### src/rtl/instr_fetch_unit.sv
// Instruction fetch stage: issues in-order word reads to instruction memory, buffers
// returned words with their PCs in a small FIFO toward decode, and flushes on redirect.
module instr_fetch_unit #(
  parameter logic [31:0] RESET_PC   = 32'h0000_0000,
  parameter int          FIFO_DEPTH = 2,
  parameter int          MAX_OUT    = 2
) (
  input  logic        clk,
  input  logic        rst,
  input  logic        redirect,
  input  logic [31:0] redirect_target,
  output logic        imem_req_valid,
  input  logic        imem_req_ready,
  output logic [31:0] imem_req_addr,
  input  logic        imem_rsp_valid,
  input  logic [31:0] imem_rsp_data,
  output logic        if_valid,
  input  logic        if_ready,
  output logic [31:0] if_pc,
  output logic [31:0] if_instr
);

  // Handshakes: a transfer happens on a rising edge where valid & ready are both high.
  // A request held while not ready keeps its address; it is withdrawn only by redirect.
  // Responses carry no ready: exactly one arrives per accepted request, in order.

  localparam int CW = $clog2(FIFO_DEPTH + MAX_OUT + 1) + 1;
  localparam int PW = (FIFO_DEPTH > 1) ? $clog2(FIFO_DEPTH) : 1;
  localparam logic [CW-1:0] DEPTH_C  = CW'(FIFO_DEPTH);
  localparam logic [CW-1:0] MAXO_C   = CW'(MAX_OUT);
  localparam logic [PW-1:0] LAST_IDX = PW'(FIFO_DEPTH - 1);

  logic [31:0]   fetch_pc_q, fetch_pc_d;
  logic [31:0]   rsp_pc_q, rsp_pc_d;
  logic [CW-1:0] live_q, live_d;
  logic [CW-1:0] stale_q, stale_d;
  logic [CW-1:0] count_q, count_d;
  logic [PW-1:0] wr_ptr_q, wr_ptr_d;
  logic [PW-1:0] rd_ptr_q, rd_ptr_d;
  logic [31:0]   fifo_pc_q    [FIFO_DEPTH];
  logic [31:0]   fifo_instr_q [FIFO_DEPTH];

  logic accept, pop, drop, push, fifo_we, rsp_owned;

  function automatic logic [PW-1:0] ptr_inc(input logic [PW-1:0] p);
    return (p == LAST_IDX) ? '0 : p + 1'b1;
  endfunction

  always_comb begin
    imem_req_valid = rst & ~redirect
                   & (live_q + count_q < DEPTH_C)
                   & (live_q + stale_q < MAXO_C);
    imem_req_addr  = fetch_pc_q;
    if_valid       = (count_q != '0);
    if_pc          = if_valid ? fifo_pc_q[rd_ptr_q]    : 32'h0;
    if_instr       = if_valid ? fifo_instr_q[rd_ptr_q] : 32'h0;

    accept    = imem_req_valid & imem_req_ready;
    pop       = if_valid & if_ready;
    drop      = imem_rsp_valid & (stale_q != '0);
    push      = imem_rsp_valid & (stale_q == '0) & (live_q != '0);
    rsp_owned = imem_rsp_valid & ((stale_q != '0) | (live_q != '0));

    fetch_pc_d = fetch_pc_q;
    rsp_pc_d   = rsp_pc_q;
    live_d     = live_q;
    stale_d    = stale_q;
    count_d    = count_q;
    wr_ptr_d   = wr_ptr_q;
    rd_ptr_d   = rd_ptr_q;
    fifo_we    = 1'b0;

    if (redirect) begin
      // Everything in flight becomes stale; a response landing now is already dropped.
      fetch_pc_d = {redirect_target[31:2], 2'b00};
      rsp_pc_d   = {redirect_target[31:2], 2'b00};
      stale_d    = stale_q + live_q - {{(CW-1){1'b0}}, rsp_owned};
      live_d     = '0;
      count_d    = '0;
      wr_ptr_d   = '0;
      rd_ptr_d   = '0;
    end else begin
      if (accept) fetch_pc_d = fetch_pc_q + 32'd4;
      if (drop)   stale_d    = stale_q - 1'b1;
      if (push) begin
        fifo_we  = 1'b1;
        rsp_pc_d = rsp_pc_q + 32'd4;
        wr_ptr_d = ptr_inc(wr_ptr_q);
      end
      if (pop) rd_ptr_d = ptr_inc(rd_ptr_q);
      live_d  = live_q + {{(CW-1){1'b0}}, accept} - {{(CW-1){1'b0}}, push};
      count_d = count_q + {{(CW-1){1'b0}}, push} - {{(CW-1){1'b0}}, pop};
    end
  end

  always_ff @(posedge clk or negedge rst) begin
    if (!rst) begin
      fetch_pc_q <= RESET_PC;
      rsp_pc_q   <= RESET_PC;
      live_q     <= '0;
      stale_q    <= '0;
      count_q    <= '0;
      wr_ptr_q   <= '0;
      rd_ptr_q   <= '0;
    end else begin
      fetch_pc_q <= fetch_pc_d;
      rsp_pc_q   <= rsp_pc_d;
      live_q     <= live_d;
      stale_q    <= stale_d;
      count_q    <= count_d;
      wr_ptr_q   <= wr_ptr_d;
      rd_ptr_q   <= rd_ptr_d;
    end
  end

  // Storage needs no reset: entries are only visible while counted as occupied.
  always_ff @(posedge clk) begin
    if (fifo_we) begin
      fifo_pc_q[wr_ptr_q]    <= rsp_pc_q;
      fifo_instr_q[wr_ptr_q] <= imem_rsp_data;
    end
  end

  rsp_has_owner: assert property (@(posedge clk) disable iff (!rst)
    imem_rsp_valid |-> ((live_q != '0) || (stale_q != '0)));

endmodule
### config.mk
export PLATFORM = sky130hd
export DESIGN_NAME = instr_fetch_unit
export DESIGN_NICKNAME = d
export VERILOG_FILES = /design/src/rtl/instr_fetch_unit.sv
export SDC_FILE = /design/constraint.sdc
export NUM_CORES = 1
export LEC_CHECK = 0
export CAP_MARGIN = 20
export CELL_PAD_IN_SITES_DETAIL_PLACEMENT = 0
export CELL_PAD_IN_SITES_GLOBAL_PLACEMENT = 1
export CORE_ASPECT_RATIO = 2
export CORE_MARGIN = 10
export CORE_UTILIZATION = 40
export CTS_CLUSTER_DIAMETER = 100
export DETAILED_ROUTE_END_ITERATION = 10
export GPL_TIMING_DRIVEN = 0
export PLACE_DENSITY = 0.73
export SLEW_MARGIN = 15
export SYNTH_ARGS = -nofsm -noshare
export SYNTH_HDL_FRONTEND = slang
export SYNTH_SLANG_ARGS = --single-unit
### constraint.sdc
create_clock -name clk -period 8.8 [get_ports clk]
set_clock_uncertainty 0.2 [all_clocks]
set_input_delay 1.32 -clock clk [delete_from_list [all_inputs] [get_ports clk]]
set_output_delay 1.32 -clock clk [all_outputs]
set_load 0.01 [all_outputs]
==> results_dict.tcl, run 1 <==
set metrics [dict create \
    status "finished clean" \
    tritoncts "done" \
    timing_hold_violations_final 0 \
    period_share_pct 55.42 \
    clk_root_buffer_cell "clkbuf_16" \
    hpwl_um 22820 \
    final_layout_size_suffix_gt1_share_pct 8.547 \
    path_class "in2out" \
    initial_antenna_violation_count 0 \
    number_of_flip_flops_and_latches_in_the_synthesized_netlist 198 \
    grt_first_pass_wirelength_um 45660 \
    swShare_pct 32.82 \
    yosys_most_used_dff "edfxtp_1" \
    layout.filler_cells 2219 \
    core_region_area_um2 24530 \
    fin_nets 1134 \
    initial_standard_cell_utilization_of_the_core_pct 40.67 \
    average_cell_area_after_synthesis_um2 11.75 \
    detail_route.vias_per_cell 5.409 \
    cts_bufs_inserted 17 \
    final.setup.tns_ns 0 \
    syn-instance-count 849 \
    design.die.area_um2 32040 \
    worstHoldPathType "reg2reg" \
    switchingPower_uw 1019 \
    vias 7491 \
    pin_count_of_the_biggest_net_entering_global_routing 47 \
    max_cap_viol_count 0 \
    place_area_um2 12130 \
    synth_sequential_area_ratio_pct 55.89 \
    area_delta_synth_final_pct 27.88 \
    fp.dieW_um 131.7 \
    synth_warnings 0 \
    post_drt_wl_per_cell_um 21.45 \
    ant_nets 0 \
    worstSkewPairLatency_ns 0.45 \
    ff2ff_setup_slack_ns 5.26 \
    wl_um 29720 \
    antennaDiodeCount 0 \
    holdWs_ns 0.3160 \
    first_global_vias 7651 \
    pwr-share-comb_pct 37.5 \
    synthTopCellsByArea "edfxtp_1 (37%), dfrtp_1 (19%), mux2i_1 (6.8%)" \
    worstHoldStart "rsp_pc_q[16]$_DFFE_PN0N_" \
    detailedRoute.firstIterationViolations 295 \
    fin_crit_ns 4.877 \
    async_reset_ff_share_pct 37.37 \
    max_clock_freq_mhz 205.0 \
    finalSetupViolCount 0 \
    critical_path.endpoint_type "output port" \
    crit_path_cell_trace "buf_4 > buf_16 > nand3b_1 > nor4_4 > and3_1 > clkdlybuf4s50_1" \
    die_extent_in_y_um 243.3 \
    drt-pass1-iter-count 5 \
    power.share.clock_pct 26.6 \
    rows 81 \
    cts_setup_buffers 0 \
    synthDominantCellAreaShare_pct 37.33 \
    final_max_slew_viol_count 0 \
    start_kind "primary input" \
    startpoint_of_the_worst_slack_reg_to_reg_timing_path "live_q[3]$_DFF_PN0_" \
    cts.sinks 198 \
    maximum_ir_drop_on_the_vdd_rail_mv 0.1084 \
    portBuffers 161 \
    worstPathRequired_ns 7.28 \
    grt_remaining_overflow 0 \
    clk_pin_slew_worst_paths_ns 0.07 \
    sequentialPowerShare_pct 35.9 \
    critical_path.max_stage_delay_ns 0.54 \
    yosys.cell_types.count 68 \
    worst_r2r_endpoint "fifo_instr_q[0][2]$_DFFE_PP_" \
    cell_internal_pwr_uw 2087 \
    max_slew.worst_pin.slew_ns 0.9766 \
    unrepaired_setup_endpoints_after_global_routing "false" \
    number_of_hold_buffers_added_after_cts 0 \
    rel_slew_slack_pct 34.42 \
    grt_use_total_pct 18.49 \
    hold-path-endpoint "fifo_pc_q[0][16]$_DFFE_PP_" \
    ctsHtreeMaxLevel 4 \
    pwr_density_cell_nw_per_um2 243.5 \
    crit_fanout 40 \
    post-route-cell-area_um2 12760 \
    hold-path-cell-count 0 \
    synth_edf_count 124 \
    post_cts_resized 0 \
    netlist.top_cell.by_area "edfxtp_1" \
    worst-r2r-cell-count 10 \
    cts-root-to-sink-buffers 2 \
    drt_drc_violations_left 0 \
    syn-cell-area_um2 9976 \
    worst_ep_arrival_time_ns 3.36 \
    static_power_due_to_leakage_uw 0.004585 \
    routabilityCongestion 0.9175 \
    ios 168 \
    slowest_stage_cell_on_the_critical_path "clkdlybuf4s50_1" \
]
## worst max-delay path, delay by kind of cell
| kind | cells | cell delay, ns |
|---|---|---|
| AND/OR/NAND/NOR | 3 | 0.74 |
| buffers and inverters | 3 | 1.25 |
## state kept, by name (all words and copies together) (netlist names)
register	count
fifo_pc_q	60
stale_q	4
live_q	4
wr_ptr_q	1
imem_req_addr	30
rd_ptr_q	1
count_q	4
rsp_pc_q	30
fifo_instr_q	64
## stage by stage
stage | power [uW] | worst slack (ns) | utilization (%) | cells
after floorplan | 1728 | 1.835 | - | 852
after global placement | 2313 | -1.778 | 48.98 | 1345
after detailed placement | 2321 | 3.537 | 49.47 | 1353
after CTS | 3154 | 3.882 | 52.02 | 1385
after global routing | 3273 | 3.747 | 52.02 | 1385
final | 3106 | 3.923 | 52.02 | 1385
## layer usage
layer | GRT usage [%] | wire length (um) | up-vias
met5 | 0 | 0 | -
met1 | 17.57 | 10230 | 3640
met2 | 35.29 | 16770 | 230
met4 | 9.961 | 1317 | 0
li1 | - | - | 3551
met3 | 4.534 | 1395 | 70
## power groups by stage
| stage | sequential (uW) | clock, uW | combinational (uW) |
|---|---|---|---|
| finish | 1120 | 825 | 1160 |
| global route | 1130 | 884 | 1260 |
| CTS | 1120 | 843 | 1200 |
| detailed placement | 1130 | 0 | 1190 |
| global placement | 1130 | 0 | 1180 |
| floorplan | 1120 | 0 | 608 |
## synth_stat cells, drive strengths merged (23+ instances only)
cell    number
a211oi      24
clkbuf      28
dfrtp       74
edfxtp     124
inv         23
mux2i       68
nand2       35
nand3       24
nand4       25
nor2       110
nor3        40
nor4        27
xnor2       29
## placed cells by master, fill, tap and decap left out, drive strengths merged, types with 11 or more instances in the layout
cell / count
mux2i: 68
buf: 30
nor2: 110
and2: 11
edfxtp: 124
nand3: 24
nor4: 27
a21boi: 16
nor3: 40
nand2: 35
clkdlybuf4s50: 160
a211oi: 24
dfrtp: 74
ha: 20
clkbuf: 48
xnor2: 29
a21oi: 12
and4: 13
nor2b: 11
nand4: 25
inv: 23
nand2b: 18
## worst max-delay path by stage
stage / endpoint / cells past startpoint / from / slack [ns]
after global placement: fifo_instr_q[0][10]$_DFFE_PP_ / 5 / redirect / -1.78
after floorplan: fifo_instr_q[0][0]$_DFFE_PP_ / 4 / redirect / 1.83
after global routing: imem_req_valid / 6 / rst / 3.75
after CTS: imem_req_valid / 6 / rst / 3.88
after detailed placement: fifo_instr_q[0][3]$_DFFE_PP_ / 9 / redirect / 3.54
final: imem_req_valid / 6 / rst / 3.92
## logic make-up (layout without fill, tap and decap cells)
logic type | count (synthesis) | after routing | synth area share, %
xor gates and xnor gates | 37 | 37 | 3.462
DFF | 198 | 198 | 55.89
muxes | 73 | 73 | 7.387
AOI/OAI and AO/OA | 99 | 99 | 8.190
and+or+nand+nor | 345 | 345 | 18.65
other | 1 | 4 | 0.03759
adders and majority gates | 24 | 24 | 3.311
buffers and inverters | 72 | 273 | 3.073
## area by class of cell
class	count	area (um2)	share of cell area, %
clock inverter	12	177.7	1.393
inverter	23	86.33	0.6767
timing repair buffer	169	1720	13.49
buffer	49	220.2	1.726
tap	332	415.4	3.256
clock buffer	20	446.7	3.501
sequential	198	5575	43.70
multi-input combinational	582	4115	32.26
Note: power is estimated with default switching activity, not from simulation.
==> run 2: changes to the inputs <==
==> constraint.sdc (replaced) <==
create_clock -name clk -period 4.9 [get_ports clk]
set_clock_uncertainty 0.2 [all_clocks]
set_input_delay 0.735 -clock clk [delete_from_list [all_inputs] [get_ports clk]]
set_output_delay 0.735 -clock clk [all_outputs]
set_load 0.01 [all_outputs]
==> run 2 against run 1 <==
  * Combinational power increased by 80%
  * Flip-flop and latch count did not move
  * Critical path depth unchanged
  * Die area did not move
  * First-iteration DRC count unchanged
  * Total power grew 74%
  * Non-clock buffer count is 2 lower
  * Cell area fell by 0.33%
  * Sequential share of layout area up 0.15 points
  * Clock power is 60% higher
  * Clock-buffer cell count is 3 lower
  * Critical path type is now reg2out
  * Highest routed layer unchanged
==> results_dict.tcl, run 2 (same netlist as run 1, synthesis figures left out) <==
set metrics [dict create \
    maximum_ir_drop_on_the_vdd_rail_mv 0.2257 \
    power.share.clock_pct 24.4 \
    final_max_slew_viol_count 0 \
    combined_area_of_the_multi_input_logic_cells_um2 4121 \
    setup.worst_path.start "live_q[1]$_DFF_PN0_" \
    fin_total_pwr_uw 5414 \
    critical_path.max_stage_delay_ns 0.76 \
    ff2ff_setup_slack_ns 1.25 \
    worstHoldPathType "in2async" \
    post_cts_resized 0 \
    wl_um 29660 \
    portBuffers 161 \
    post-route-cell-area_um2 12710 \
    routabilityCongestion 0.8980 \
    design.die.area_um2 32040 \
    area_delta_synth_final_pct 27.46 \
    number_of_hold_buffers_added_after_cts 0 \
    dp_slack_ns 0.6906 \
    vias 7426 \
    cts_setup_buffers 0 \
    reg_top3 "fifo_instr_q: 64 flops, fifo_pc_q: 60 flops" \
    die_extent_in_y_um 243.3 \
    worstPathRequired_ns 3.96 \
    antennaDiodeCount 0 \
    static_power_due_to_leakage_uw 0.004561 \
    clk_root_buffer_cell "clkbuf_16" \
    grt_first_pass_wirelength_um 46000 \
    fin_nets 1132 \
    drt_drc_violations_left 0 \
    unrepaired_setup_endpoints_after_global_routing "false" \
    mostFrequentLayoutCells "clkdlybuf4s50_1 (160), edfxtp_1 (124), nor2_1 (109)" \
    detail_route.vias_per_cell 5.369 \
    timing_hold_violations_final 0 \
    cts.sinks 198 \
    period_share_pct 82.32 \
    max_clock_freq_mhz 247.9 \
    top_register "fifo_instr_q" \
    critical_path.endpoint_type "output port" \
    swShare_pct 34.59 \
    tritoncts "done" \
    initial_antenna_violation_count 0 \
    cts-root-to-sink-buffers 2 \
    pwr_density_cell_nw_per_um2 425.8 \
    rows 81 \
    place_area_um2 12170 \
    start_kind "register" \
    largest_register_ffs 64 \
    layout.filler_cells 2258 \
    cts_bufs_inserted 17 \
    max_slew.worst_pin.slew_ns 0.9254 \
    post-route-worst-setup-slack_ns 0.8661 \
    clk_pin_slew_worst_paths_ns 0.08 \
    first_global_vias 7845 \
    final_layout_size_suffix_gt1_share_pct 8.468 \
    pwr-share-comb_pct 38.6 \
    grt_use_total_pct 18.47 \
    ios 168 \
    max_cap_viol_count 0 \
    status "finished clean" \
    cpLargestDelayFamily "XOR/XNOR gates" \
    worst-r2r-cell-count 11 \
    slowest_stage_cell_on_the_critical_path "xnor2_1" \
    ctsHtreeMaxLevel 4 \
    ant_nets 0 \
    path_class "reg2out" \
    worstSkewPairLatency_ns 0.44 \
    initial_standard_cell_utilization_of_the_core_pct 40.67 \
    hpwl_um 22870 \
    grt_remaining_overflow 0 \
    finalSetupViolCount 0 \
    crit_fanout 10 \
    detailedRoute.firstIterationViolations 295 \
    cell_internal_pwr_uw 3541 \
    fin_crit_ns 4.034 \
    worst_r2r_endpoint "live_q[2]$_DFF_PN0_" \
    rel_slew_slack_pct 37.87 \
    post_drt_wl_per_cell_um 21.45 \
    switchingPower_uw 1873 \
    startpoint_of_the_worst_slack_reg_to_reg_timing_path "live_q[1]$_DFF_PN0_" \
    worst_ep_arrival_time_ns 3.10 \
    drt-pass1-iter-count 5 \
    pin_count_of_the_biggest_net_entering_global_routing 47 \
    sequentialPowerShare_pct 37.1 \
    core_region_area_um2 24530 \
    critical_path.n_buffers_inverters 1 \
    crit_path_cell_trace "ha_1 > a21o_1 > a21oi_2 > xnor2_1 > and3_1 > clkdlybuf4s50_1" \
    fp.dieW_um 131.7 \
    reg_area_um2 5575 \
    layout.cells.most_common "clkdlybuf4s50_1" \
]
==> run 2: how the worst max path moves through the flow <==
stage	endpoint	slack, ns	cells past startpoint
2_1_floorplan	fifo_instr_q[0][0]$_DFFE_PP_	0.42	4
3_3_place_gp	fifo_instr_q[0][9]$_DFFE_PP_	-2.24	5
3_5_place_dp	fifo_instr_q[0][9]$_DFFE_PP_	0.69	7
4_1_cts	imem_req_valid	0.88	6
5_1_grt	imem_req_valid	0.73	6
6_report	imem_req_valid	0.87	6
==> run 2: area by class of cell <==
class	instances	area share, %
multi-input cells	582	32.41
well taps	332	3.267
inverters	23	0.6790
clock inverters	15	0.9545
flip-flops and latches	198	43.85
repair buffers	167	13.76
clock buffers	17	3.346
plain buffers	49	1.732
==> run 2: layer usage <==
| metal | track usage [%] | part of all wire, % | vias up |
|---|---|---|---|
| li1 | - | - | 3537 |
| met1 | 17.48 | 35 | 3588 |
| met2 | 36.56 | 58 | 240 |
| met3 | 3.607 | 4.3 | 61 |
| met4 | 8.744 | 3.5 | 0 |
| met5 | 0 | 0 | - |
==> run 2: power groups by stage <==
stage	Clock, uW	Sequential [uW]	Combinational [uW]
after CTS	1350	2000	2140
after floorplan	0	2010	1090
after global placement	0	2040	2110
after global routing	1410	2020	2280
final	1320	2010	2090
after detailed placement	0	2040	2130
==> run 2: through the flow <==
| stage | cells | hold slack [ns] | utilization (%) | TNS (ns) |
|---|---|---|---|---|
| 5_1_grt | 1383 | 0.06597 | 51.84 | 0 |
| 4_1_cts | 1383 | 0.05006 | 51.84 | 0 |
| 2_1_floorplan | 852 | 0.2394 | - | 0 |
| 6_report | 1383 | 0.04532 | 51.84 | 0 |
| 3_5_place_dp | 1351 | 0.3037 | 49.61 | 0 |
| 3_3_place_gp | 1345 | 0.2922 | 49.01 | -260.32 |
==> run 3: changes to the inputs <==
==> constraint.sdc (replaced) <==
create_clock -name clk -period 3.8 [get_ports clk]
set_clock_uncertainty 0.2 [all_clocks]
set_input_delay 0.57 -clock clk [delete_from_list [all_inputs] [get_ports clk]]
set_output_delay 0.57 -clock clk [all_outputs]
set_load 0.01 [all_outputs]
==> run 3 against run 2 <==
  * Critical path depth increased by 1
  * Clock power grew 39%
  * Sequential power is 29% higher
  * Flip-flop and latch count did not move
  * Global-route usage is 0.38 points higher
  * Cell area increased by 0.59%
  * Hold slack improved by 0.27 ns
  * Critical path type is now in2reg
  * Core utilization is 0.31 points higher
  * First-iteration DRC count rose by 15%
==> results_dict.tcl, run 3 (same netlist as run 1, synthesis figures left out) <==
set metrics [dict create \
    unrepaired_setup_endpoints_after_global_routing "false" \
    tritoncts "done" \
    layout.cells.most_common "clkdlybuf4s50_1" \
    worst_r2r_endpoint "live_q[2]$_DFF_PN0_" \
    max_cap_viol_count 0 \
    period_share_pct 96.04 \
    final.setup.tns_ns 0 \
    clk_root_buffer_cell "clkbuf_16" \
    routabilityCongestion 0.9037 \
    grt_use_total_pct 18.85 \
    status "finished clean" \
    mostFrequentLayoutCells "clkdlybuf4s50_1 (160), edfxtp_1 (124), nor2_1 (109)" \
    drt_drc_violations_left 0 \
    core_region_area_um2 24530 \
    ff2ff_setup_slack_ns 0.33 \
    worst_ep_arrival_time_ns 3.66 \
    top_register "fifo_instr_q" \
    largest_register_ffs 64 \
    max_slew.worst_pin.slew_ns 0.9182 \
    die_extent_in_y_um 243.3 \
    post_drt_wl_per_cell_um 21.67 \
    hold-path-endpoint "fifo_pc_q[1][10]$_DFFE_PP_" \
    cts-root-to-sink-buffers 2 \
    worstSkewPairLatency_ns 0.45 \
    worstHoldPathType "reg2reg" \
    crit_fanout 16 \
    grt_remaining_overflow 0 \
    worst-r2r-cell-count 12 \
    initial_antenna_violation_count 0 \
    postLayoutCoreUtil_pct 52.15 \
    hold-path-cell-count 0 \
    portBuffers 161 \
    drt-pass1-iter-count 4 \
    fin_nets 1134 \
    finalSetupViolCount 0 \
    ant_nets 0 \
    cts.sinks 198 \
    design.die.area_um2 32040 \
    setup.worst_path.start "redirect" \
    vias 7495 \
    first_global_vias 8017 \
    wl_um 30020 \
    path_class "in2reg" \
    rel_slew_slack_pct 38.78 \
    final_layout_size_suffix_gt1_share_pct 9.022 \
    reg_top3 "fifo_instr_q: 64 flops, fifo_pc_q: 60 flops" \
    fp.dieW_um 131.7 \
    holdWs_ns 0.3189 \
    total_instance_count_after_detailed_placement 1351 \
    clk_pin_slew_worst_paths_ns 0.07 \
    start_kind "primary input" \
    cts_bufs_inserted 17 \
    final_max_slew_viol_count 0 \
    pwr_density_cell_nw_per_um2 556.7 \
    fin_crit_ns 3.649 \
    worstHoldStart "rsp_pc_q[10]$_DFFE_PN0N_" \
    ctsHtreeMaxLevel 4 \
    initial_standard_cell_utilization_of_the_core_pct 40.67 \
    fin_total_pwr_uw 7120 \
    worstPathRequired_ns 3.81 \
    ios 168 \
    grt_first_pass_wirelength_um 46790 \
    maximum_ir_drop_on_the_vdd_rail_mv 0.3126 \
    startpoint_of_the_worst_slack_reg_to_reg_timing_path "live_q[1]$_DFF_PN0_" \
    instances_no_fill 1385 \
    detail_route.vias_per_cell 5.412 \
    antennaDiodeCount 0 \
    hpwl_um 22860 \
    static_power_due_to_leakage_uw 0.004611 \
    pin_count_of_the_biggest_net_entering_global_routing 48 \
    max_clock_freq_mhz 274.0 \
    timing_hold_violations_final 0 \
    rows 81 \
    detailedRoute.firstIterationViolations 339 \
    critical_path.endpoint_type "register" \
    area_delta_synth_final_pct 28.21 \
]
[run 3: critical path, stage by stage]
cell and delay [ns]:
clkdlybuf4s50_1 0.68, clkbuf_1 0.54, clkbuf_1 0.63, buf_1 0.59, nor3_4 0.23, buf_8 0.23
buf_8 0.16
[run 3: layout make-up]
class / instances / area, um2
timing repair buffer: 170 / 1767
inverter: 23 / 86.33
buffer: 48 / 226.5
tap: 332 / 415.4
fill: 2247 / 11740
clock inverter: 14 / 160.2
clock buffer: 18 / 429.2
sequential: 198 / 5577
multi-input combinational: 582 / 4129
[run 3: where the power goes]
part           switching (uW)  internal (uW)
clock                     810           1030
sequential                171           2420
combinational            1390           1300
[run 3: through the flow]
step	cell area, um2	setup slack, ns
2_1_floorplan	9998	0.3951
3_3_place_gp	12030	-2.762
3_5_place_dp	12150	-0.3507
4_1_cts	12790	0.002497
5_1_grt	12790	0.007357
6_report	12790	0.1506
[run 3: worst max path at each step]
stage	end	slack (ns)	cells after the start
2_1_floorplan	fifo_instr_q[0][0]$_DFFE_PP_	0.40	6
3_3_place_gp	live_q[2]$_DFF_PN0_	-2.76	10
3_5_place_dp	fifo_instr_q[0][7]$_DFFE_PP_	-0.35	7
4_1_cts	if_instr[6]	0.002	7
5_1_grt	if_pc[22]	0.007	5
6_report	fifo_instr_q[0][7]$_DFFE_PP_	0.15	7
[run 3: metal layers]
layer  up-vias  global-route usage (%)  share of wire, %
met1      3638                   17.75                34
met4         0                   10.42               4.4
li1       3554                       -                 -
met5         -                       0                 0
met2       230                   35.90                56
met3        73                   4.823               4.7
[run 3: timing repair]
action                                  in CTS  in global routing
endpoints found under the hold margin       39                  0
gates resized for setup                      3                  4
setup buffers                                1                  0
endpoints found under the setup margin       3                 37
hold buffers                                 2                  0
pin swaps                                    1                  0
